--- config.mk ---
export PLATFORM = sky130hd
export DESIGN_NAME = ysyx_mem_arbiter
export DESIGN_NICKNAME = d
export VERILOG_FILES = /design/src/rtl/ysyx_mem_arbiter_pkg.sv /design/src/rtl/ysyx_rr_arb2.sv /design/src/rtl/ysyx_mem_arbiter.sv
export SDC_FILE = /design/constraint.sdc
export NUM_CORES = 1
export LEC_CHECK = 0
export CORE_AREA = 2 2 208 210
export CTS_BUF_LIST = sky130_fd_sc_hd__clkbuf_16
export DETAILED_ROUTE_END_ITERATION = 16
export DIE_AREA = 0 0 210 212
export PLACE_DENSITY = 0.6
export RECOVER_POWER = 100
export SYNTH_ARGS = -nofsm -noshare
export SYNTH_HDL_FRONTEND = slang
export SYNTH_HIERARCHICAL = 1
export SYNTH_SLANG_ARGS = --single-unit
--- constraint.sdc ---
create_clock -name clk_i -period 3.4 [get_ports clk_i]
set_input_delay 0.34 -clock clk_i [delete_from_list [all_inputs] [get_ports clk_i]]
set_output_delay 0.34 -clock clk_i [all_outputs]
set_load 0.1 [all_outputs]
--- src/rtl/ysyx_mem_arbiter_pkg.sv ---
// Shared definitions for the IFU/LSU memory arbiter.
// Holds the FSM state encoding, master IDs, the default response timeout and
// the watchdog width.
package ysyx_mem_arbiter_pkg;

  typedef enum logic [1:0] {
    ArbIdle = 2'd0,
    ArbReq  = 2'd1,
    ArbResp = 2'd2,
    ArbDone = 2'd3
  } arb_state_e;

  localparam logic ArbMIfu = 1'b0;
  localparam logic ArbMLsu = 1'b1;

  localparam int unsigned ArbTimeoutDefault = 255;

  // Wide enough for TIMEOUT up to 65535; never wraps because expiry fires at TIMEOUT-1.
  localparam int unsigned ArbWdW = 16;

endpackage

--- src/rtl/ysyx_rr_arb2.sv ---
// Combinational two-way round-robin grant.
// Ports:
//   valid_i[1:0]  request valids, bit 0 = IFU, bit 1 = LSU
//   last_grant_i  master granted most recently
//   gnt_valid_o   some master is granted
//   gnt_id_o      granted master ID
module ysyx_rr_arb2
  import ysyx_mem_arbiter_pkg::*;
(
  input  logic [1:0] valid_i,
  input  logic       last_grant_i,
  output logic       gnt_valid_o,
  output logic       gnt_id_o
);

  always_comb begin
    gnt_valid_o = |valid_i;
    gnt_id_o    = ArbMIfu;
    case (valid_i)
      2'b01:   gnt_id_o = ArbMIfu;
      2'b10:   gnt_id_o = ArbMLsu;
      // Tie: whoever did not win last time.
      2'b11:   gnt_id_o = ~last_grant_i;
      default: gnt_id_o = ArbMIfu;
    endcase
  end

endmodule

--- src/rtl/ysyx_mem_arbiter.sv ---
// Two-master (IFU, LSU) to one-slave memory arbiter, one transaction outstanding.
// Round-robin arbitration in IDLE, request held to the slave in REQ, response
// (or watchdog timeout) collected in RESP, one-cycle response pulse in DONE.
// Ports:
//   clk_i, rst_ni          clock, asynchronous active-low reset
//   ifu_req_* / ifu_rsp_*  instruction-fetch master (read only)
//   lsu_req_* / lsu_rsp_*  load/store master
//   mem_req_* / mem_rsp_*  shared slave port
module ysyx_mem_arbiter
  import ysyx_mem_arbiter_pkg::*;
#(
  parameter int unsigned ADDR_W  = 64,
  parameter int unsigned DATA_W  = 64,
  parameter int unsigned TIMEOUT = ArbTimeoutDefault
) (
  input  logic                  clk_i,
  input  logic                  rst_ni,

  input  logic                  ifu_req_valid_i,
  input  logic [ADDR_W-1:0]     ifu_req_addr_i,
  output logic                  ifu_req_ready_o,
  output logic                  ifu_rsp_valid_o,
  output logic [DATA_W-1:0]     ifu_rsp_rdata_o,
  output logic                  ifu_rsp_err_o,

  input  logic                  lsu_req_valid_i,
  input  logic [ADDR_W-1:0]     lsu_req_addr_i,
  input  logic                  lsu_req_wen_i,
  input  logic [DATA_W-1:0]     lsu_req_wdata_i,
  input  logic [DATA_W/8-1:0]   lsu_req_wmask_i,
  output logic                  lsu_req_ready_o,
  output logic                  lsu_rsp_valid_o,
  output logic [DATA_W-1:0]     lsu_rsp_rdata_o,
  output logic                  lsu_rsp_err_o,

  output logic                  mem_req_valid_o,
  input  logic                  mem_req_ready_i,
  output logic [ADDR_W-1:0]     mem_req_addr_o,
  output logic                  mem_req_wen_o,
  output logic [DATA_W-1:0]     mem_req_wdata_o,
  output logic [DATA_W/8-1:0]   mem_req_wmask_o,
  input  logic                  mem_rsp_valid_i,
  input  logic [DATA_W-1:0]     mem_rsp_rdata_i
);

  localparam logic [ArbWdW-1:0] WdLast = ArbWdW'(TIMEOUT - 1);

  arb_state_e            state_q, state_d;
  logic                  last_grant_q, last_grant_d;
  logic                  owner_q, owner_d;
  logic [ArbWdW-1:0]     wd_q, wd_d;
  logic [ADDR_W-1:0]     addr_q, addr_d;
  logic                  wen_q, wen_d;
  logic [DATA_W-1:0]     wdata_q, wdata_d;
  logic [DATA_W/8-1:0]   wmask_q, wmask_d;
  logic                  mem_req_valid_q, mem_req_valid_d;
  logic                  ifu_rsp_valid_q, ifu_rsp_valid_d;
  logic [DATA_W-1:0]     ifu_rdata_q, ifu_rdata_d;
  logic                  ifu_err_q, ifu_err_d;
  logic                  lsu_rsp_valid_q, lsu_rsp_valid_d;
  logic [DATA_W-1:0]     lsu_rdata_q, lsu_rdata_d;
  logic                  lsu_err_q, lsu_err_d;

  logic                  gnt_valid;
  logic                  gnt_id;
  logic                  grant;
  logic                  rsp_fire;
  logic [DATA_W-1:0]     rsp_rdata;
  logic                  rsp_err;

  ysyx_rr_arb2 u_rr_arb2 (
    .valid_i      ({lsu_req_valid_i, ifu_req_valid_i}),
    .last_grant_i (last_grant_q),
    .gnt_valid_o  (gnt_valid),
    .gnt_id_o     (gnt_id)
  );

  assign grant = (state_q == ArbIdle) && gnt_valid;

  // Gated with reset so the readys are 0 while reset is held even if a master is requesting.
  assign ifu_req_ready_o = rst_ni && grant && (gnt_id == ArbMIfu);
  assign lsu_req_ready_o = rst_ni && grant && (gnt_id == ArbMLsu);

  always_comb begin
    state_d         = state_q;
    last_grant_d    = last_grant_q;
    owner_d         = owner_q;
    wd_d            = wd_q;
    addr_d          = addr_q;
    wen_d           = wen_q;
    wdata_d         = wdata_q;
    wmask_d         = wmask_q;
    mem_req_valid_d = mem_req_valid_q;
    ifu_rsp_valid_d = 1'b0;
    ifu_rdata_d     = ifu_rdata_q;
    ifu_err_d       = ifu_err_q;
    lsu_rsp_valid_d = 1'b0;
    lsu_rdata_d     = lsu_rdata_q;
    lsu_err_d       = lsu_err_q;
    rsp_fire        = 1'b0;
    rsp_rdata       = '0;
    rsp_err         = 1'b0;

    unique case (state_q)
      ArbIdle: begin
        if (grant) begin
          addr_d          = (gnt_id == ArbMLsu) ? lsu_req_addr_i : ifu_req_addr_i;
          wen_d           = (gnt_id == ArbMLsu) && lsu_req_wen_i;
          wdata_d         = (gnt_id == ArbMLsu) ? lsu_req_wdata_i : '0;
          wmask_d         = (gnt_id == ArbMLsu) ? lsu_req_wmask_i : '0;
          owner_d         = gnt_id;
          last_grant_d    = gnt_id;
          mem_req_valid_d = 1'b1;
          state_d         = ArbReq;
        end
      end
      ArbReq: begin
        // A response in the handshake cycle is not looked at here.
        if (mem_req_ready_i) begin
          mem_req_valid_d = 1'b0;
          wd_d            = '0;
          state_d         = ArbResp;
        end
      end
      ArbResp: begin
        // A real response beats an expiring watchdog in the same cycle.
        if (mem_rsp_valid_i) begin
          rsp_fire  = 1'b1;
          rsp_rdata = wen_q ? '0 : mem_rsp_rdata_i;
        end else if (wd_q == WdLast) begin
          rsp_fire  = 1'b1;
          rsp_err   = 1'b1;
        end else begin
          wd_d = wd_q + ArbWdW'(1);
        end
        if (rsp_fire) begin
          state_d = ArbDone;
          if (owner_q == ArbMLsu) begin
            lsu_rsp_valid_d = 1'b1;
            lsu_rdata_d     = rsp_rdata;
            lsu_err_d       = rsp_err;
          end else begin
            ifu_rsp_valid_d = 1'b1;
            ifu_rdata_d     = rsp_rdata;
            ifu_err_d       = rsp_err;
          end
        end
      end
      ArbDone: begin
        state_d = ArbIdle;
      end
      default: begin
        state_d = ArbIdle;
      end
    endcase
  end

  always_ff @(posedge clk_i or negedge rst_ni) begin
    if (!rst_ni) begin
      state_q         <= ArbIdle;
      last_grant_q    <= ArbMLsu;
      owner_q         <= ArbMIfu;
      wd_q            <= '0;
      addr_q          <= '0;
      wen_q           <= 1'b0;
      wdata_q         <= '0;
      wmask_q         <= '0;
      mem_req_valid_q <= 1'b0;
      ifu_rsp_valid_q <= 1'b0;
      ifu_rdata_q     <= '0;
      ifu_err_q       <= 1'b0;
      lsu_rsp_valid_q <= 1'b0;
      lsu_rdata_q     <= '0;
      lsu_err_q       <= 1'b0;
    end else begin
      state_q         <= state_d;
      last_grant_q    <= last_grant_d;
      owner_q         <= owner_d;
      wd_q            <= wd_d;
      addr_q          <= addr_d;
      wen_q           <= wen_d;
      wdata_q         <= wdata_d;
      wmask_q         <= wmask_d;
      mem_req_valid_q <= mem_req_valid_d;
      ifu_rsp_valid_q <= ifu_rsp_valid_d;
      ifu_rdata_q     <= ifu_rdata_d;
      ifu_err_q       <= ifu_err_d;
      lsu_rsp_valid_q <= lsu_rsp_valid_d;
      lsu_rdata_q     <= lsu_rdata_d;
      lsu_err_q       <= lsu_err_d;
    end
  end

  assign mem_req_valid_o = mem_req_valid_q;
  assign mem_req_addr_o  = addr_q;
  assign mem_req_wen_o   = wen_q;
  assign mem_req_wdata_o = wdata_q;
  assign mem_req_wmask_o = wmask_q;

  assign ifu_rsp_valid_o = ifu_rsp_valid_q;
  assign ifu_rsp_rdata_o = ifu_rdata_q;
  assign ifu_rsp_err_o   = ifu_err_q;
  assign lsu_rsp_valid_o = lsu_rsp_valid_q;
  assign lsu_rsp_rdata_o = lsu_rdata_q;
  assign lsu_rsp_err_o   = lsu_err_q;

endmodule

==> results.toml <==
[global_route]
track_usage_pct = 18.3
grt_pass1_wl_um = 62900
antenna_found_initial = 3
grt_start_max_net_pins = 126
grt_remaining_overflow = 0
grt_pass1_vias = 10200

[worst_setup_path]
crit_chain = "a21boi_2 -> and3_1 -> buf_12"
r2r.worst_path.cells = 6
cp-start-kind = "flop"
reg2reg_slack_ns = 0.70
worst-setup-path-type = "flop to output pin"
crit_fanout = 15
cp.depth = 3
slowest_delay_ns = 1.00
worstPathArrival_ns = 2.50
slowest_stage = "a21boi_2"
worst-path-buf-inv = 1
reg2reg_to = "lsu_rsp_rdata_o[51]"
timing.rr.start = "state_q[0]"
cp.required_ns = 3.06
crit_path_end_kind = "output pin"
critPathTopFamily = "compound AO/OA/AOI/OAI gates"

[synthesis]
synth_common_cells = "dfrtp_1, nand2_1, a22o_1"
synth_cell_types = 55
ys.flop_type = "dfrtp_1"
synth_cells = 1061
synth_edf_count = 0
syn_area_per_cell_sq_um = 11.2
synth_seq_cells = 290
yosys.area.top_type = "dfrtp_1"
synth_fp_nets = 1337
yosysWarningCount = 6
yosys.cell_count.top_type = "dfrtp_1"
synth_top_area_share_pct = 60.9
syn_area_sq_um = 11900
synthArstFlopShare_pct = 100
synth_area_leaders = "dfrtp_1, a22o_1, nand2_1"
yosysSeqAreaShare_pct = 61.2

[placed_design]
hpwl_um = 30500
gp_congestion = 0.804
portBuffers = 542
placedCellCount = 2085

[timing]
grt_setup_unrepaired = "false"
final_max_slew_viol_count = 121
max-slew-margin-rel_pct = -18.9
fin_crit_sh_pct = 83.6
tightest_slew_ns = 1.78
setup_viol = 0
final_hold_viol_count = 0
max_freq_ghz = 0.352
period_needed_ns = 2.84
final.setup_skew_ns = 0.0157
setup-tns-final_ns = 0

[drt]
drt_iter0_markers = 763
vias_per_cell = 4.83
wl_per_cell_um = 19.4
vias = 10400
route.detailed.drc = 0
wl_um = 41700
dr.pass1.iters = 5
drtAntennaViolNets = 0

[min_path]
min_from = "lsu_req_wdata_i[7]"
worstHoldPathType = "primary input to flop"
hold_depth = 3
hold-path-endpoint = "mem_req_wdata_o[7]"

[clock_network]
clk_latency_ns = 0.54
post_cts_buffers = 0
clk_pin_slew_ns = 0.06
h-tree-depth = 2
cts_tree = "done"
cts.hold.buffers_added = 1
clock_sinks = 290
cts_root_buf = "clkbuf_16"
numCtsBuffers = 36
cts-resized-gates = 0
cts_buffer_depth = 3

[run_status]
violations = "capacitance limit, slew limit"
outcome = "finished with violations"

[layout]
drive_above_1_share_pct = 4.62
antenna_cells = 0
final_cells = 2147
seq_area_sq_um = 7260
area_growth_pct = 58.8
multi_input_area_sq_um = 4170
fin_nets = 1854
fillers = 4050

[floorplanning]
die_h_um = 212
num_rows = 76
die_w_um = 210
core_sq_um = 42500
ioPinCount = 543
die_area_sq_um = 44500
start_util_pct = 27.9

[flow_run]
maxCapViolations = 1
state kept, by name, indices dropped and copies added (netlist names):
| name | flops |
|---|---|
| lsu_rsp_err_o | 1 |
| ifu_rsp_rdata_o | 64 |
| ifu_rsp_valid_o | 1 |
| mem_req_wen_o | 1 |
| mem_req_valid_o | 1 |
| lsu_rsp_rdata_o | 64 |
| owner_q | 1 |
| wd_q | 16 |
| mem_req_wmask_o | 8 |
| ifu_rsp_err_o | 1 |
| lsu_rsp_valid_o | 1 |
| mem_req_addr_o | 64 |
| last_grant_q | 1 |
| mem_req_wdata_o | 64 |
| state_q | 2 |
worst max-delay path by stage:
stage                                     to             from  slack, ns
after detailed placement  mem_req_addr_o[25]  lsu_req_valid_i       0.94
final                        lsu_req_ready_o     last_grant_q       0.56
after global placement    mem_req_addr_o[25]  ifu_req_valid_i       0.95
after CTS                      mem_req_wen_o    mem_req_wen_o       0.75
after global routing         ifu_req_ready_o       state_q[0]       0.37
after floorplan              ifu_req_ready_o       state_q[0]       0.26
through the flow:
step	setup slack, ns	hold slack [ns]	area (sq um)	utilization, %
floorplan	0.261	0.0444	11900	-
detailed placement	0.939	0.179	17900	42.0
global route	0.368	0.334	18900	44.3
finish	0.556	0.356	18900	44.3
CTS	0.745	0.184	18900	44.6
global placement	0.951	0.177	17900	42.0
cells in the final DEF, fill, tap and decap left out, types with 3 or more instances in the layout:
cell type        count
and3_1               9
inv_1               19
buf_12               9
a22o_1             128
clkinv_1             9
a31oi_1              3
nor4_1               4
o21ai_0             71
and4_1               3
clkdlybuf4s50_1    269
dfrtp_1            289
clkbuf_16           36
ha_1                 5
buf_4                8
nand2b_1             5
nand3_1             84
dlygate4sd3_1      263
mux2i_1             68
o211ai_1             8
a21oi_1              4
nand4_1              8
nand2_1            233
clkbuf_1            11
nor2_1               4
worst register-to-register path: stages (launching register included):
cell,delay (ns)
dfrtp_1,0.39
inv_1,0.09
ha_1,0.59
nand2_1,0.28
a21o_1,0.48
clkbuf_2,0.43
a22o_1,0.33
cells by family after synthesis:
logic type	synth area share, %
simple gates	14.2
compound gates	14.3
flops	61.2
mux	5.83
buf+inv	3.94
fa+ha+maj	0.527
routing by layer:
| metal | track usage [%] | part of all wire, % |
|---|---|---|
| met1 | 22.2 | 39 |
| met2 | 31.1 | 49 |
| met3 | 5.94 | 8.2 |
| met4 | 5.53 | 2.8 |
| met5 | 0 | 0.10 |
layout make-up:
cell class	count	area share, %
clock buffers	36	4.78
clock inverters	25	0.943
inverters	11	0.219
multi-input cells	676	22.1
flip-flops and latches	290	38.5
well taps	546	3.62
repair buffers	563	29.8
Power is left out: the tool's default activity adds up to more than one toggle a clock period on the data nets, which glitch-free logic cannot reach.
